===== src/rtl/wb_spi_pkg.sv =====
// Shared constants and types for the Wishbone SPI controller.
package wb_spi_pkg;

    // Register map, decoded from wb_adr[1:0]
    localparam logic [1:0] ADDR_DATA   = 2'd0;
    localparam logic [1:0] ADDR_STATUS = 2'd1;
    localparam logic [1:0] ADDR_CTRL   = 2'd2;
    localparam logic [1:0] ADDR_CLKDIV = 2'd3;

    // STATUS register bit positions
    localparam int unsigned STAT_BUSY     = 0;
    localparam int unsigned STAT_RX_VALID = 1;
    localparam int unsigned STAT_OVERRUN  = 2;

    typedef enum logic [1:0] {
        IDLE = 2'd0,
        LO   = 2'd1,
        HI   = 2'd2
    } spi_state_e;

endpackage


===== src/rtl/wb_spi_controller_if.sv =====
// Classic single-cycle Wishbone bus between the address decoder and the SPI controller.
interface wb_spi_controller_if #(
    parameter int pAddrLen = 4
) ();
    logic                wb_stb;
    logic                wb_we;
    logic [pAddrLen-1:0] wb_adr;
    logic [7:0]          wb_dat_i;
    logic [7:0]          wb_dat_o;
    logic                wb_ack;

    modport master (
        output wb_stb, wb_we, wb_adr, wb_dat_i,
        input  wb_dat_o, wb_ack
    );

    modport slave (
        input  wb_stb, wb_we, wb_adr, wb_dat_i,
        output wb_dat_o, wb_ack
    );
endinterface


===== src/rtl/spi_shift_engine.sv =====
// SPI mode 0 shift engine: 8-bit MSB-first frames, half-period of (div+1) clocks.
module spi_shift_engine
    import wb_spi_pkg::*;
(
    input  logic       clk,
    input  logic       rst_n,
    input  logic       start_i,
    input  logic [7:0] tx_byte_i,
    input  logic [7:0] div_i,
    input  logic       spi_sdi_i,
    output logic       busy_o,
    output logic       done_o,
    output logic [7:0] rx_byte_o,
    output logic       spi_sck_o,
    output logic       spi_sdo_o
);

    spi_state_e state_q, state_d;
    logic [7:0] div_cnt_q, div_cnt_d;
    logic [2:0] bit_cnt_q, bit_cnt_d;
    logic [7:0] shift_q, shift_d;
    logic       sck_q, sck_d;
    logic       sdo_q, sdo_d;

    // State register; reset mid-frame aborts without a completion pulse
    always_ff @(posedge clk or negedge rst_n) begin
        if (!rst_n) begin
            state_q   <= IDLE;
            div_cnt_q <= '0;
            bit_cnt_q <= '0;
            shift_q   <= '0;
            sck_q     <= 1'b0;
            sdo_q     <= 1'b0;
        end else begin
            state_q   <= state_d;
            div_cnt_q <= div_cnt_d;
            bit_cnt_q <= bit_cnt_d;
            shift_q   <= shift_d;
            sck_q     <= sck_d;
            sdo_q     <= sdo_d;
        end
    end

    // Next-state: a phase ends when div_cnt reaches zero, then div is reloaded
    always_comb begin
        state_d   = state_q;
        div_cnt_d = div_cnt_q;
        bit_cnt_d = bit_cnt_q;
        shift_d   = shift_q;
        sck_d     = sck_q;
        sdo_d     = sdo_q;
        done_o    = 1'b0;
        case (state_q)
            IDLE: begin
                if (start_i) begin
                    shift_d   = tx_byte_i;
                    sdo_d     = tx_byte_i[7];
                    bit_cnt_d = 3'd0;
                    div_cnt_d = div_i;
                    state_d   = LO;
                end
            end
            LO: begin
                if (div_cnt_q == 8'd0) begin
                    sck_d     = 1'b1;
                    shift_d   = {shift_q[6:0], spi_sdi_i};
                    div_cnt_d = div_i;
                    state_d   = HI;
                end else begin
                    div_cnt_d = div_cnt_q - 8'd1;
                end
            end
            HI: begin
                if (div_cnt_q == 8'd0) begin
                    sck_d = 1'b0;
                    if (bit_cnt_q == 3'd7) begin
                        done_o  = 1'b1;
                        state_d = IDLE;
                    end else begin
                        bit_cnt_d = bit_cnt_q + 3'd1;
                        // After the shift, the next bit to send sits in the MSB
                        sdo_d     = shift_q[7];
                        div_cnt_d = div_i;
                        state_d   = LO;
                    end
                end else begin
                    div_cnt_d = div_cnt_q - 8'd1;
                end
            end
            default: state_d = IDLE;
        endcase
    end

    assign busy_o    = (state_q != IDLE);
    assign rx_byte_o = shift_q;
    assign spi_sck_o = sck_q;
    assign spi_sdo_o = sdo_q;

endmodule


===== src/rtl/wb_spi_controller.sv =====
// Wishbone peripheral driving an SPI bus: register file, bus decode and status flags.
module wb_spi_controller
    import wb_spi_pkg::*;
#(
    parameter int         pAddrLen  = 4,
    parameter logic [7:0] pDivReset = 8'd3
) (
    input  logic                      clk,
    input  logic                      rst_n,
    wb_spi_controller_if.slave        wb,
    output logic                      spi_sck,
    output logic                      spi_csn,
    output logic                      spi_sdo,
    input  logic                      spi_sdi,
    output logic                      irq
);

    logic       ack_q, ack_d;
    logic [7:0] dat_o_q, dat_o_d;
    logic       csn_q, csn_d;
    logic [7:0] clkdiv_q, clkdiv_d;
    logic [7:0] rx_data_q, rx_data_d;
    logic       rx_valid_q, rx_valid_d;
    logic       overrun_q, overrun_d;

    logic       access, adr_ok, wr, rd, start;
    logic [1:0] reg_adr;
    logic       busy, done;
    logic [7:0] rx_byte;

    // An access executes only on the first strobe cycle; ack blocks the next one
    assign access  = wb.wb_stb & ~ack_q;
    assign adr_ok  = (wb.wb_adr[pAddrLen-1:2] == '0);
    assign reg_adr = wb.wb_adr[1:0];
    assign wr      = access & wb.wb_we & adr_ok;
    assign rd      = access & ~wb.wb_we & adr_ok;
    assign start   = wr & (reg_adr == ADDR_DATA) & ~busy;

    spi_shift_engine u_engine (
        .clk       (clk),
        .rst_n     (rst_n),
        .start_i   (start),
        .tx_byte_i (wb.wb_dat_i),
        .div_i     (clkdiv_q),
        .spi_sdi_i (spi_sdi),
        .busy_o    (busy),
        .done_o    (done),
        .rx_byte_o (rx_byte),
        .spi_sck_o (spi_sck),
        .spi_sdo_o (spi_sdo)
    );

    // Register file and bus response state
    always_ff @(posedge clk or negedge rst_n) begin
        if (!rst_n) begin
            ack_q      <= 1'b0;
            dat_o_q    <= '0;
            csn_q      <= 1'b1;
            clkdiv_q   <= pDivReset;
            rx_data_q  <= '0;
            rx_valid_q <= 1'b0;
            overrun_q  <= 1'b0;
        end else begin
            ack_q      <= ack_d;
            dat_o_q    <= dat_o_d;
            csn_q      <= csn_d;
            clkdiv_q   <= clkdiv_d;
            rx_data_q  <= rx_data_d;
            rx_valid_q <= rx_valid_d;
            overrun_q  <= overrun_d;
        end
    end

    // Decode, read mux and flag updates; frame completion overrides a same-cycle DATA read
    always_comb begin
        ack_d      = access;
        dat_o_d    = '0;
        csn_d      = csn_q;
        clkdiv_d   = clkdiv_q;
        rx_data_d  = rx_data_q;
        rx_valid_d = rx_valid_q;
        overrun_d  = overrun_q;

        if (rd) begin
            case (reg_adr)
                ADDR_DATA:   dat_o_d = rx_data_q;
                ADDR_STATUS: begin
                    dat_o_d[STAT_BUSY]     = busy;
                    dat_o_d[STAT_RX_VALID] = rx_valid_q;
                    dat_o_d[STAT_OVERRUN]  = overrun_q;
                end
                ADDR_CTRL:   dat_o_d = {7'b0, csn_q};
                default:     dat_o_d = clkdiv_q;
            endcase
            if (reg_adr == ADDR_DATA) rx_valid_d = 1'b0;
        end

        if (wr) begin
            case (reg_adr)
                ADDR_DATA:   if (busy) overrun_d = 1'b1;
                ADDR_STATUS: overrun_d = 1'b0;
                ADDR_CTRL:   csn_d = wb.wb_dat_i[0];
                default:     clkdiv_d = wb.wb_dat_i;
            endcase
        end

        if (done) begin
            rx_data_d  = rx_byte;
            rx_valid_d = 1'b1;
            if (rx_valid_q) overrun_d = 1'b1;
        end
    end

    assign wb.wb_ack   = ack_q;
    assign wb.wb_dat_o = dat_o_q;
    assign spi_csn     = csn_q;
    assign irq         = rx_valid_q;

endmodule


===== src/flat_wrapper.sv =====
// flat-port wrapper written by rule: the top's interface ports become plain ports
module wb_spi_controller_flat import wb_spi_pkg::*;
#(
    parameter int         pAddrLen  = 4,
    parameter logic [7:0] pDivReset = 8'd3
)
  (clk, rst_n, spi_sck, spi_csn, spi_sdo, spi_sdi, irq, wb_wb_stb, wb_wb_we, wb_wb_adr, wb_wb_dat_i, wb_wb_dat_o, wb_wb_ack);
  wb_spi_controller_if #(.pAddrLen(pAddrLen)) wb_i ();
  input  logic clk;
  input  logic rst_n;
  output logic spi_sck;
  output logic spi_csn;
  output logic spi_sdo;
  input  logic spi_sdi;
  output logic irq;
  input wire logic [$bits(wb_i.wb_stb)-1:0] wb_wb_stb;
  input wire logic [$bits(wb_i.wb_we)-1:0] wb_wb_we;
  input wire logic [$bits(wb_i.wb_adr)-1:0] wb_wb_adr;
  input wire logic [$bits(wb_i.wb_dat_i)-1:0] wb_wb_dat_i;
  output wire logic [$bits(wb_i.wb_dat_o)-1:0] wb_wb_dat_o;
  output wire logic [$bits(wb_i.wb_ack)-1:0] wb_wb_ack;
  assign wb_i.wb_stb = wb_wb_stb;
  assign wb_i.wb_we = wb_wb_we;
  assign wb_i.wb_adr = wb_wb_adr;
  assign wb_i.wb_dat_i = wb_wb_dat_i;
  assign wb_wb_dat_o = wb_i.wb_dat_o;
  assign wb_wb_ack = wb_i.wb_ack;
  wb_spi_controller #(.pAddrLen(pAddrLen), .pDivReset(pDivReset)) u_core (.clk(clk), .rst_n(rst_n), .wb(wb_i), .spi_sck(spi_sck), .spi_csn(spi_csn), .spi_sdo(spi_sdo), .spi_sdi(spi_sdi), .irq(irq));
endmodule

===== config.mk =====
export PLATFORM = sky130hd
export DESIGN_NAME = wb_spi_controller_flat
export DESIGN_NICKNAME = d
export VERILOG_FILES = /design/src/rtl/wb_spi_pkg.sv /design/src/rtl/wb_spi_controller_if.sv /design/src/rtl/spi_shift_engine.sv /design/src/rtl/wb_spi_controller.sv /design/src/flat_wrapper.sv
export SDC_FILE = /design/constraint.sdc
export NUM_CORES = 1
export LEC_CHECK = 0
export CAP_MARGIN = 25
export CORE_AREA = 2 2 77 79
export CTS_BUF_LIST = sky130_fd_sc_hd__clkbuf_4 sky130_fd_sc_hd__clkbuf_8
export CTS_CLUSTER_DIAMETER = 40
export DETAILED_ROUTE_END_ITERATION = 12
export DIE_AREA = 0 0 79 81
export GPL_ROUTABILITY_DRIVEN = 0
export PLACE_DENSITY = 0.75
export SLEW_MARGIN = 20
export SYNTH_ARGS = -nofsm -noshare
export SYNTH_HDL_FRONTEND = slang
export SYNTH_SLANG_ARGS = --single-unit

===== constraint.sdc =====
create_clock -name clk -period 3.24 [get_ports clk]
set_clock_uncertainty 0.1 [all_clocks]
set_input_delay 0.648 -clock clk [delete_from_list [all_inputs] [get_ports clk]]
set_output_delay 0.648 -clock clk [all_outputs]
set_load 0.02 [all_outputs]

==> results by stage, run 1 <==
Outcome:
- The flow ran to the end, and the final reports show no timing, DRC or antenna violations.

Drt:
- After detailed routing, the total wire length is 5.70 mm.
- For this block, the initial DRC count from the detailed router was 128.
- Across all layers, the routed design uses 1922 vias.
- The routed length per placed instance is 17.0 um.
- In the routed design, unresolved DRC markers number 0.
- The count of TritonRoute iterations in the first routing pass is 4.
- The number of nets with antenna violations after routing is 0.
- The average via count per standard cell is ~5.7.

Worst setup path:
- The number of cell instances on the worst register-to-register path is 6.
- The critical path launch point type is a register.
- The category of the critical setup timing path is reg2reg.
- The worst setup path is captured at a register.
- Data on the critical path arrives at its endpoint at 2.89 ns.
- For flop-to-flop paths, the worst setup slack is between 0.4 and 0.5 ns.
- In this run the worst path has a maximum fanout of 8.
- The data required time at the worst endpoint is 3.34 ns.

Clocking:
- Buffers added to address setup during post-CTS repair amount to 0.
- The CTS buffer count is 5.
- The maximum count of clock buffers along a single path is 2.
- After clock tree synthesis, the clock-pin slew on the worst setup and hold paths is 0.10 ns.
- The cell at the root of the clock tree is sky130_fd_sc_hd__clkbuf_8.
- Once the clock tree was built, the resizer swapped 0 gates to a different size.
- The H-tree depth reported by CTS is 2.
- Counting every sink on the clock net gives 51.
- TritonCTS built the clock tree.
- For the worst-skew pair, the clock arrives at the later sink with an insertion delay of 0.31 ns.
- Hold repair after CTS inserted 0 buffers.

Logic synthesis:
- The synthesized design contains 0 enable-type register cells.
- By area the synthesized netlist is led by sky130_fd_sc_hd__dfrtp_1 (46%), sky130_fd_sc_hd__mux2_2 (15%), sky130_fd_sc_hd__ha_1 (3.8%).
- The Yosys warning count is 0.
- The cell area after synthesis is 2640 um^2.
- The gate count of the mapped netlist is 228.
- A synthesized cell averages around 12 um^2.
- The cell type with the largest total area after synthesis is sky130_fd_sc_hd__dfrtp_1.
- Yosys mapped the design onto 47 distinct sky130hd cell types.
- The share of the Yosys chip area taken by registers is 0.486.
- Among all flip-flop cells after synthesis, the most frequent one is sky130_fd_sc_hd__dfrtp_1.
- The area share of the largest cell type after synthesis is 0.456.
- Counting every net in the synthesized netlist gives 253.
- The most numerous cell in the Yosys netlist is sky130_fd_sc_hd__dfrtp_1.
- After synthesis the netlist holds a flip-flop and latch count of 51.
- After synthesis, the most frequently instantiated cells are sky130_fd_sc_hd__dfrtp_1 (48), sky130_fd_sc_hd__mux2_2 (35), sky130_fd_sc_hd__nor2_1 (13).
- The async set-or-reset flop fraction in the synthesized netlist is 1.00.

Timing:
- Setup repair after global routing left no endpoint under its margin.
- For the pin with the worst max-slew slack, the measured transition is 0.903 ns.
- Dividing the final minimum period by the clock period gives 0.863.
- The worst pin sits at a relative slew slack of 0.393.
- The final total negative setup slack is 0 ns.
- Derived from the worst setup path, the maximum achievable clock frequency is between 300 and 400 MHz.
- The final-report max-slew violation count is 0.
- The worst hold slack after final layout is 0.178 ns.
- The final-report setup violation count is 0.
- The final count of hold timing violations came to 0.
- The post-route minimum period is 2.80 ns.

Finish:
- The repair_antennas step left the layout with diodes totalling 0.
- At the end of the flow, the number of nets in the layout was ~290.
- In the final layout, the share of cells above drive strength 1 is 0.253.
- The final cell count without fillers is roughly 340.
- Relative to the synthesized area, the layout overhead comes to 18.2%.
- Counting the fill cells in the layout gives 507.

Worst hold path:
- The worst hold path belongs to the class in2async.

Power:
- Dividing total power by cell area gives a power density of approximately 800 nW/um^2.
- The standby leakage power is 1.34 nW.
- The worst supply voltage drop on vdd is 0.000391 V.

Floorplanning:
- The standard cell core area is 5680 um^2.
- The number of placed I/O pins is 30.
- The full die area is between 6000 and 7000 um^2.
- The starting utilization of the core area is 0.464.
- From left edge to right edge, the die measures a little under 80 um.
- The number of placement rows is 28.
- In this run the vertical extent of the chip is 81 um.

Global route:
- The largest net degree at the start of global routing is 22.
- The initial antenna violation count is 0.
- The global-route usage over all layers is 0.195.
- The via count of the first global-routing pass is approximately 2000.
- The first global-routing pass estimated 9.62 mm of wire.
- For this run the aggregate overflow at the end of global routing stands at 0.

Job:
- The reported max-cap violation count is 0.

Placement:
- The final HPWL from detailed placement is a little over 4 mm.
- After detailed placement, the design holds a cell count of 328.
- During placement, the flow inserted port buffers numbering 29.
[power by group]
group | switching (mW) | leakage [nW] | internal, mW
logic | 0.594 | 0.646 | 0.552
registers | 0.148 | 0.648 | 0.798
clock network | 0.214 | 0.0474 | 0.174
total | 0.956 | 1.34 | 1.52
[final timing paths]
path	to	startpoint
hold / removal	u_core.wb.wb_ack$_DFF_PN0_	rst_n
min in group clk	u_core.wb.wb_ack$_DFF_PN0_	u_core.wb.wb_ack$_DFF_PN0_
hold reg to reg	u_core.wb.wb_ack$_DFF_PN0_	u_core.wb.wb_ack$_DFF_PN0_
setup / recovery	u_core.u_engine.rx_byte_o[1]$_DFFE_PN0P_	u_core.u_engine.div_cnt_q[0]$_DFFE_PN0P_
setup reg to reg	u_core.u_engine.rx_byte_o[1]$_DFFE_PN0P_	u_core.u_engine.div_cnt_q[0]$_DFFE_PN0P_
max in group asynchronous	u_core.clkdiv_q[1]$_DFFE_PN1P_	rst_n
[layout by cell type, fill, tap and decap left out, types with 2 or more instances in the layout]
cell type,n
sky130_fd_sc_hd__a2111oi_0,4
sky130_fd_sc_hd__a21oi_1,7
sky130_fd_sc_hd__a22oi_1,5
sky130_fd_sc_hd__a2bb2oi_1,4
sky130_fd_sc_hd__a31oi_1,2
sky130_fd_sc_hd__a41oi_1,2
sky130_fd_sc_hd__buf_4,9
sky130_fd_sc_hd__clkbuf_8,6
sky130_fd_sc_hd__clkdlybuf4s50_1,28
sky130_fd_sc_hd__dfrtp_1,48
sky130_fd_sc_hd__dfstp_2,3
sky130_fd_sc_hd__ha_1,8
sky130_fd_sc_hd__inv_1,11
sky130_fd_sc_hd__mux2_2,35
sky130_fd_sc_hd__mux2_4,2
sky130_fd_sc_hd__mux2i_1,6
sky130_fd_sc_hd__nand2_1,9
sky130_fd_sc_hd__nand2b_1,2
sky130_fd_sc_hd__nand3_1,5
sky130_fd_sc_hd__nand4_1,4
sky130_fd_sc_hd__nor2_1,13
sky130_fd_sc_hd__nor2b_1,3
sky130_fd_sc_hd__nor3_1,5
sky130_fd_sc_hd__nor3b_1,2
sky130_fd_sc_hd__nor4_1,2
sky130_fd_sc_hd__o21ai_0,9
sky130_fd_sc_hd__o21ai_2,2
sky130_fd_sc_hd__o31ai_1,3
[critical path, cell delays in order, from the launching register on]
cell and delay [ns]:
sky130_fd_sc_hd__dfrtp_1 0.46, sky130_fd_sc_hd__inv_1 0.19, sky130_fd_sc_hd__ha_1 0.22, sky130_fd_sc_hd__or3b_2 0.57, sky130_fd_sc_hd__o21ai_2 0.22, sky130_fd_sc_hd__nor3b_4 0.53
sky130_fd_sc_hd__mux2_2 0.40
[area by class of cell]
| type | count | area [um^2] | share of cell area |
|---|---|---|---|
| multi-input combinational | 153 | 1250 | 0.401 |
| timing repair buffer | 38 | 353 | 0.113 |
| sequential | 51 | 1280 | 0.411 |
| clock inverter | 2 | 16.3 | 0.00522 |
| clock buffer | 6 | 82.6 | 0.0265 |
| inverter | 11 | 41.3 | 0.0133 |
| tap | 75 | 93.8 | 0.0301 |
[cells by family after synthesis]
| group | Yosys count | synth area share |
|---|---|---|
| adder cells (fa/ha/maj) | 8 | 0.0380 |
| AO/OA/AOI/OAI | 44 | 0.117 |
| AND/OR/NAND/NOR | 57 | 0.126 |
| flip-flops | 51 | 0.486 |
| buffers and inverters | 24 | 0.0404 |
| multiplexers | 44 | 0.192 |
[state kept, by name, indices dropped and copies added (netlist names)]
name and count:
u_core.clkdiv_q 8, u_core.rx_data_q 8, u_core.u_engine.div_cnt_q 8, u_core.u_engine.rx_byte_o 8
u_core.wb.wb_dat_o 8, u_core.u_engine.bit_cnt_q 3, u_core.u_engine.state_q 2, u_core.irq 1
u_core.overrun_q 1, u_core.spi_csn 1, u_core.u_engine.spi_sck_o 1, u_core.u_engine.spi_sdo_o 1
u_core.wb.wb_ack 1
[per-layer routing]
layer | wire length (um) | vias to the layer above | GRT usage | part of all wire
li1 | - | 897 | - | -
met1 | 2500 | 963 | 0.242 | 0.44
met2 | 2810 | 55 | 0.340 | 0.49
met3 | 320 | 7 | 0.0489 | 0.056
met4 | 63 | 0 | 0.0569 | 0.011
met5 | 0 | - | 0 | 0
[through the flow]
step / util / power, mW / cell area (um^2) / worst slack [ns]
after floorplan: - / 1.82 / 2640 / 0.776
after global placement: 0.532 / 2.06 / 3020 / 0.403
after detailed placement: 0.532 / 2.09 / 3020 / 0.370
after CTS: 0.549 / 2.48 / 3120 / 0.476
after global routing: 0.549 / 2.65 / 3120 / 0.336
final: 0.549 / 2.48 / 3120 / 0.443
Power figures use the tool's default switching activity.
==> inputs of run 2 (changes only) <==
SKIP_CTS_REPAIR_TIMING = 1   (was default)
SKIP_LAST_GASP = 1   (was default)
==> results of run 2 <==
No change in the layout: final DEF, timing and power equal those of run 1.
==> inputs of run 3 (changes only) <==
ABC_CLOCK_PERIOD_IN_PS = 3240   (was default)
==> results of run 3 <==
No change in the layout: final DEF, timing and power equal those of run 1.
